`src/rtl/seq_det_pkg.sv`:
```
// rtl/seq_det_pkg.sv - shared constants and helpers for the serial pattern detector
//
// Purpose : default pattern width, length-field width derivation and the
//           overlap-mode encodings used by seq_pattern_detector and seq_det_window.
// Ports   : none (package).

package seq_det_pkg;

    // Default maximum pattern length in bits.
    localparam int PAT_W_DEFAULT = 8;

    // cfg_overlap encodings.
    localparam logic OVERLAP     = 1'b1;
    localparam logic NON_OVERLAP = 1'b0;

    // Width needed to hold a length value in the range 0..pat_w inclusive.
    function automatic int len_width(input int pat_w);
        return $clog2(pat_w + 1);
    endfunction

endpackage

```
`src/rtl/seq_det_window.sv`:
```
// rtl/seq_det_window.sv - masked compare of the bit history against the active pattern
//
// Purpose : combinational check that the newest i_len bits of the history equal
//           the low i_len bits of the pattern. Bits at or above i_len are ignored.
// Ports   : i_hist    [PAT_W-1:0]  history including the bit being sampled (bit 0 newest)
//           i_pattern [PAT_W-1:0]  active pattern (bit 0 is the last bit received)
//           i_len     [LEN_W-1:0]  active length, already clamped to PAT_W
//           o_hit                  1 when i_len != 0 and the masked bits agree

module seq_det_window
    import seq_det_pkg::*;
#(
    parameter int PAT_W = PAT_W_DEFAULT,
    parameter int LEN_W = len_width(PAT_W)
) (
    input  logic [PAT_W-1:0] i_hist,
    input  logic [PAT_W-1:0] i_pattern,
    input  logic [LEN_W-1:0] i_len,
    output logic             o_hit
);

    logic [PAT_W-1:0] w_mask;
    logic [PAT_W-1:0] w_diff;

    // Thermometer mask: ones in positions 0..i_len-1.
    always_comb begin
        w_mask = '0;
        for (int i = 0; i < PAT_W; i++) begin
            if (i < int'(i_len)) begin
                w_mask[i] = 1'b1;
            end
        end
    end

    assign w_diff = (i_hist ^ i_pattern) & w_mask;
    assign o_hit  = (i_len != '0) && (w_diff == '0);

endmodule

```
`src/rtl/seq_pattern_detector.sv`:
```
// rtl/seq_pattern_detector.sv - runtime-programmable serial pattern detector with match counter
//
// Purpose : watches a qualified serial bit stream for a pattern of 1..PAT_W bits,
//           with overlapping or non-overlapping matching and a saturating counter.
// Ports   : clk, rst              clock (rising edge), asynchronous active-high reset
//           in_valid, in_bit      serial input; in_bit sampled only when in_valid is high
//           cfg_load              strobe latching cfg_pattern / cfg_len / cfg_overlap
//           cfg_pattern [PAT_W]   pattern, bit [len-1] received first, bit [0] last
//           cfg_len     [LEN_W]   length, 0 disables, values above PAT_W clamp to PAT_W
//           cfg_overlap           1 = overlapping matches, 0 = non-overlapping
//           cnt_clr               synchronous clear of match_count
//           match                 one-cycle pulse the cycle after the completing bit
//           match_count [CNT_W]   saturating number of matches
//           armed                 enough fresh bits held to be able to match

module seq_pattern_detector
    import seq_det_pkg::*;
#(
    parameter int PAT_W = PAT_W_DEFAULT,
    parameter int LEN_W = len_width(PAT_W),
    parameter int CNT_W = 16
) (
    input  logic             clk,
    input  logic             rst,
    input  logic             in_valid,
    input  logic             in_bit,
    input  logic             cfg_load,
    input  logic [PAT_W-1:0] cfg_pattern,
    input  logic [LEN_W-1:0] cfg_len,
    input  logic             cfg_overlap,
    input  logic             cnt_clr,
    output logic             match,
    output logic [CNT_W-1:0] match_count,
    output logic             armed
);

    localparam logic [LEN_W-1:0] LEN_MAX = LEN_W'(PAT_W);
    localparam logic [CNT_W-1:0] CNT_MAX = {CNT_W{1'b1}};

    // Active configuration shadow registers.
    logic [PAT_W-1:0] r_pattern;
    logic [LEN_W-1:0] r_len;
    logic             r_overlap;

    // Stream state.
    logic [PAT_W-1:0] r_hist;
    logic [LEN_W-1:0] r_fill;
    logic             r_match;
    logic [CNT_W-1:0] r_count;

    logic [PAT_W-1:0] w_hist_next;
    logic [LEN_W-1:0] w_fill_next;
    logic [LEN_W-1:0] w_len_clamped;
    logic             w_hit;
    logic             w_match_cond;

    assign w_hist_next   = {r_hist[PAT_W-2:0], in_bit};
    assign w_fill_next   = (r_fill == LEN_MAX) ? r_fill : r_fill + LEN_W'(1);
    assign w_len_clamped = (cfg_len > LEN_MAX) ? LEN_MAX : cfg_len;

    seq_det_window #(
        .PAT_W (PAT_W),
        .LEN_W (LEN_W)
    ) u_window (
        .i_hist    (w_hist_next),
        .i_pattern (r_pattern),
        .i_len     (r_len),
        .o_hit     (w_hit)
    );

    // A bit arriving together with cfg_load is discarded, so it can never complete a match.
    assign w_match_cond = in_valid && !cfg_load && w_hit && (w_fill_next >= r_len);

    // Configuration shadow registers.
    always_ff @(posedge clk or posedge rst) begin
        if (rst) begin
            r_pattern <= '0;
            r_len     <= '0;
            r_overlap <= OVERLAP;
        end else if (cfg_load) begin
            r_pattern <= cfg_pattern;
            r_len     <= w_len_clamped;
            r_overlap <= cfg_overlap;
        end
    end

    // History, fill level and the registered match pulse.
    always_ff @(posedge clk or posedge rst) begin
        if (rst) begin
            r_hist  <= '0;
            r_fill  <= '0;
            r_match <= 1'b0;
        end else if (cfg_load) begin
            r_hist  <= '0;
            r_fill  <= '0;
            r_match <= 1'b0;
        end else if (in_valid) begin
            r_hist  <= w_hist_next;
            // Non-overlapping mode restarts the fill so the next match needs len fresh bits.
            r_fill  <= (w_match_cond && (r_overlap == NON_OVERLAP)) ? '0 : w_fill_next;
            r_match <= w_match_cond;
        end else begin
            r_match <= 1'b0;
        end
    end

    // Match counter: the clear wins over a coincident increment; holds at all-ones.
    always_ff @(posedge clk or posedge rst) begin
        if (rst) begin
            r_count <= '0;
        end else if (cnt_clr) begin
            r_count <= '0;
        end else if (w_match_cond && (r_count != CNT_MAX)) begin
            r_count <= r_count + CNT_W'(1);
        end
    end

    assign match       = r_match;
    assign match_count = r_count;
    assign armed       = (r_len != '0) && (r_fill >= r_len);

endmodule

```
`config.mk`:
```
export PLATFORM = sky130hd
export DESIGN_NAME = seq_pattern_detector
export DESIGN_NICKNAME = d
export VERILOG_FILES = /design/src/rtl/seq_det_pkg.sv /design/src/rtl/seq_det_window.sv /design/src/rtl/seq_pattern_detector.sv
export SDC_FILE = /design/constraint.sdc
export NUM_CORES = 1
export LEC_CHECK = 0
export CAP_MARGIN = 20
export CORE_UTILIZATION = 40
export CTS_BUF_LIST = sky130_fd_sc_hd__clkbuf_8 sky130_fd_sc_hd__clkbuf_16
export DETAILED_ROUTE_END_ITERATION = 16
export PLACE_DENSITY = 0.65
export SYNTH_ARGS = -nofsm -noshare
export SYNTH_HDL_FRONTEND = slang
export SYNTH_SLANG_ARGS = --single-unit
```
`constraint.sdc`:
```
create_clock -name clk -period 3.46 [get_ports clk]
set_clock_uncertainty 0.1 [all_clocks]
set_input_delay 1.038 -clock clk [delete_from_list [all_inputs] [get_ports clk]]
set_output_delay 1.038 -clock clk [all_outputs]
set_load 0.03 [all_outputs]
```
==> results.txt <==
----------------------------------------------------
[Timing]
  Sum Neg Setup Slack ... 0 ns
  Final-report hold violation count ... 0
  Max Clk Rate ... between 300 and 400 MHz
  Max-slew violation total from the final report ... 0
  Worst Max-Slew Pin Slew ... slightly above 0.5 ns
  RSZ-0062 raised after global routing ... false
  Number of failing setup endpoints in the final timing report ... 0
  Share of the clock period used by the worst path after layout ... 94.11%
  Min Tclk post-route ... approximately 3.3 ns
  Rel. slew slack ... 65.95%

[Power]
  Leakage power total ... ~1.2 nW
  Power Density ... about 360 nW/um^2
  Highest ir drop seen on vdd ... 218.3 uV

[Logic synthesis]
  Post-synthesis sequential element count ... 41
  Top_reg_cell synth ... sky130_fd_sc_hd__dfrtp_1
  XOR/XNOR share of the synthesized area ... 3.786%
  Sequential fraction of the synthesis area ... 44.40%
  Unique cell type count in the Yosys netlist ... 45
  Synth Area per Inst ... 10.06 sq um
  Share of cell area taken by muxes after synthesis ... under 10%
  Synthesized instance count ... 230
  EDFF count, synth ... 0
  Synthesized-area fraction occupied by adder cells ... between 5 and 6%
  Top-area cell type share of the netlist area ... 43.27%
  Cell taking the most area after synthesis ... sky130_fd_sc_hd__dfrtp_1
  Most area-consuming cells after synthesis ... sky130_fd_sc_hd__dfrtp_1 (43%), sky130_fd_sc_hd__ha_1 (5.9%), sky130_fd_sc_hd__mux2_2 (4.4%)
  Yosys warnings ... 0
  Post-Syn Area ... 2313 sq um
  Area fraction in compound gates after synthesis ... 12.39%
  Synthesized Nets ... 260
  Simple-gate area share of the yosys netlist ... 19.69%
  Post-synth ARST share ... 100.0%
  Main combinational cell family by area after synthesis ... simple AND/OR/NAND/NOR gates

[Clock tree]
  CTS clk-pin slew, worst paths ... around 0.080 ns
  CTS tree ... built
  CTS HTree Levels ... 2
  Clock Tree Buf Depth ... 2
  Clock latency of the later-clocked register in the worst-skew pair ... about 0.29 ns
  Total clock sinks ... 41
  CTS root buf ... sky130_fd_sc_hd__clkbuf_8
  TritonCTS Buffers ... 5

[Routing]
  Number of vias in the routed layout ... 1812
  Starting DRT DRC Count ... 127
  Final routed DRC violation total ... 0
  Routed WL per cell ... 13.85 um
  Drt total wl ... roughly 4.7 mm
  Antenna-violating nets left ... 0
  Via-per-instance ratio ... 5.298
  Drt first pass iters ... 4

[Floorplan]
  Boundary pin count ... 37
  Area of the core ... 5540 sq um
  Die Y-Extent ... 78.05 um
  Initial cell density of the core ... 41.76%
  Site Rows ... 27
  Die span in x ... 78.05 um
  Total Die Area ... 6092 sq um

[Finish]
  Register Area ... 1027 sq um
  Number of diodes added for antenna fixing ... 0
  Area taken by multi-input logic gates ... 1194 sq um
  Final layout net count ... 299
  Number of filler cells placed in the layout ... 518
  Relative area change from synthesis to final layout ... 23.63%
  Post-route cell area ... about 2900 sq um
  Share of final-layout standard cells stronger than drive strength 1 ... 10.00%

[Critical path]
  Endpoint of the worst-slack reg-to-reg timing path ... match_count[0]
  Cell type of the slowest stage on the worst timing path ... sky130_fd_sc_hd__dfrtp_1
  Crit path capture ... armed
  Origin of the critical flop-to-flop path ... r_fill[0]
  Cells on worst reg2reg path ... 13
  Endpoint required time on the critical path ... 2.32 ns
  Data arrival time of the worst path ... 2.12 ns
  Kind of end point of the critical path ... output port
  Kind of start point of the critical path ... flip-flop
  CP cell instances ... inv_1 -> ha_1 -> nand2b_1 -> a21o_1 -> a21o_1 -> a21oi_1 -> a21oi_1 -> dlygate4sd2_1
  Maximum fanout encountered on the critical timing path ... 4
  Setup slack, reg-to-reg ... 0.49 ns
  Critical path start-end classification ... flip-flop to output port
  Worst path max stage delay ... 0.41 ns
  Launch point of the worst path ... r_fill[0]

[GRT]
  Met3 Track Usage GR ... 4.186%
  Met2 Resource Use GR ... 25.00%
  GR met1 Demand/Resource ... 24.51%
  Antenna violations before repair ... 0
  Global-route wire length before repair ... about 8.1 mm
  GRT Overall Usage ... 17.08%
  Maximum number of pins on one net before global-route repair ... 42
  Via count of the first global-routing pass ... 1680
  Remaining Overflow, GRT ... 0
  Most heavily used metal layer in global routing ... met2

[Outcome]
  Run status ... finished clean

[Placed design]
  Detail Placement HPWL ... around 3.4 mm
  Port Buf Inserts ... 36
  Routability-driven placement congestion ratio ... about 0.75
  Placed cell areas ... 2754 sq um

[Flow run]
  Count of maximum capacitance violations ... 0

[Min path]
  Kind of path behind the tightest hold check ... flip-flop to flip-flop

----------------------------------------------------
==> logic make-up (layout without fill, tap and decap cells) <==
family	after synthesis	after routing
muxes	21	21
DFF	41	41
adders and majority gates	11	11
and+or+nand+nor	83	83
AOI/OAI and AO/OA	43	43
buffers and inverters	21	61
xor gates and xnor gates	10	10
==> worst min path at each step <==
stage,cells past startpoint,startpoint,slack (ns),end
final,1,r_pattern[1],0.44,r_pattern[1]
after global routing,1,r_pattern[2],0.46,r_pattern[2]
after CTS,1,r_pattern[1],0.44,r_pattern[1]
after detailed placement,1,r_pattern[1],0.42,r_pattern[1]
after global placement,1,r_pattern[2],0.42,r_pattern[2]
after floorplan,2,r_fill[0],0.40,r_fill[0]
==> stage by stage <==
step	setup WS [ns]	hold WS, ns	std cells	utilization (%)	total power, mW
after floorplan	0.6018	0.3983	230	-	0.6126
after global placement	0.2082	0.4170	334	49.71	0.6602
after detailed placement	0.1705	0.4213	334	49.71	0.6606
after CTS	0.1878	0.4415	342	51.63	1.042
after global routing	0.04777	0.4639	342	51.63	1.084
final	0.2037	0.4370	342	51.63	1.031
==> synth_stat cells, types with 2 or more instances <==
library cell / n
sky130_fd_sc_hd__or3_1: 3
sky130_fd_sc_hd__mux2_2: 9
sky130_fd_sc_hd__buf_2: 2
sky130_fd_sc_hd__mux2i_1: 8
sky130_fd_sc_hd__a32o_1: 3
sky130_fd_sc_hd__clkbuf_1: 3
sky130_fd_sc_hd__a21o_1: 2
sky130_fd_sc_hd__nor2_1: 18
sky130_fd_sc_hd__a21oi_1: 13
sky130_fd_sc_hd__nand2b_1: 4
sky130_fd_sc_hd__inv_1: 12
sky130_fd_sc_hd__o21ai_0: 7
sky130_fd_sc_hd__o22ai_1: 3
sky130_fd_sc_hd__nor2b_1: 3
sky130_fd_sc_hd__mux2_1: 4
sky130_fd_sc_hd__buf_1: 2
sky130_fd_sc_hd__xnor2_1: 10
sky130_fd_sc_hd__dfrtp_1: 40
sky130_fd_sc_hd__nor3_1: 6
sky130_fd_sc_hd__nand2_1: 17
sky130_fd_sc_hd__and3_1: 3
sky130_fd_sc_hd__or4_1: 8
sky130_fd_sc_hd__o31ai_1: 6
sky130_fd_sc_hd__nand3_1: 11
sky130_fd_sc_hd__nand4_1: 2
sky130_fd_sc_hd__nand3b_1: 2
sky130_fd_sc_hd__ha_1: 11
==> report_power, final <==
part | total, mW | switching [mW] | internal [mW]
combinational | 0.133 | 0.0636 | 0.0689
clock | 0.383 | 0.171 | 0.211
sequential | 0.516 | 0.0183 | 0.498
==> area by class of cell <==
cell class              instances  area share [%]
clock buffers                   5           2.406
clock inverters                 3           1.356
inverters                      12           1.575
multi-input cells             168           41.73
flip-flops and latches         41           35.91
well taps                      72           3.150
repair buffers                 41           13.87
==> layout by cell type, fill, tap and decap left out, drive strengths merged, types with 8 or more instances in the layout <==
| master | netlist | routed |
|---|---|---|
| dfrtp | 40 | 40 |
| ha | 11 | 11 |
| nor2 | 18 | 18 |
| o21ai | 8 | 8 |
| or4 | 8 | 8 |
| mux2 | 13 | 13 |
| mux2i | 8 | 8 |
| clkdlybuf4s50 | 0 | 35 |
| nand3 | 12 | 12 |
| inv | 12 | 13 |
| xnor2 | 10 | 10 |
| a21oi | 13 | 13 |
| nand2 | 17 | 17 |
==> critical path, delay by kind of cell, from the launching register on <==
kind | cells | cell delay (ns)
DFF | 1 | 0.41
and+or+nand+nor | 1 | 0.14
adders and majority gates | 1 | 0.27
buffers and inverters | 2 | 0.46
AOI/OAI and AO/OA | 4 | 0.54
==> layer usage <==
metal	vias to the layer above	part of all wire, %
met5	-	0
li1	909	-
met4	0	1.1
met3	6	4.6
met1	851	48
met2	46	46
==> flip-flops by register name (all words and copies together), names as in the netlist <==
register and flops:
r_fill 4, r_len 4, r_pattern 8, r_overlap 1
match_count 16, match 1, r_hist 7
==> what timing repair did <==
action,CTS,global route
endpoints found under the setup margin,1,0
buffers inserted,0,0
resized for setup,1,0
hold buffers,0,0
(Power assumes the default switching activity.)
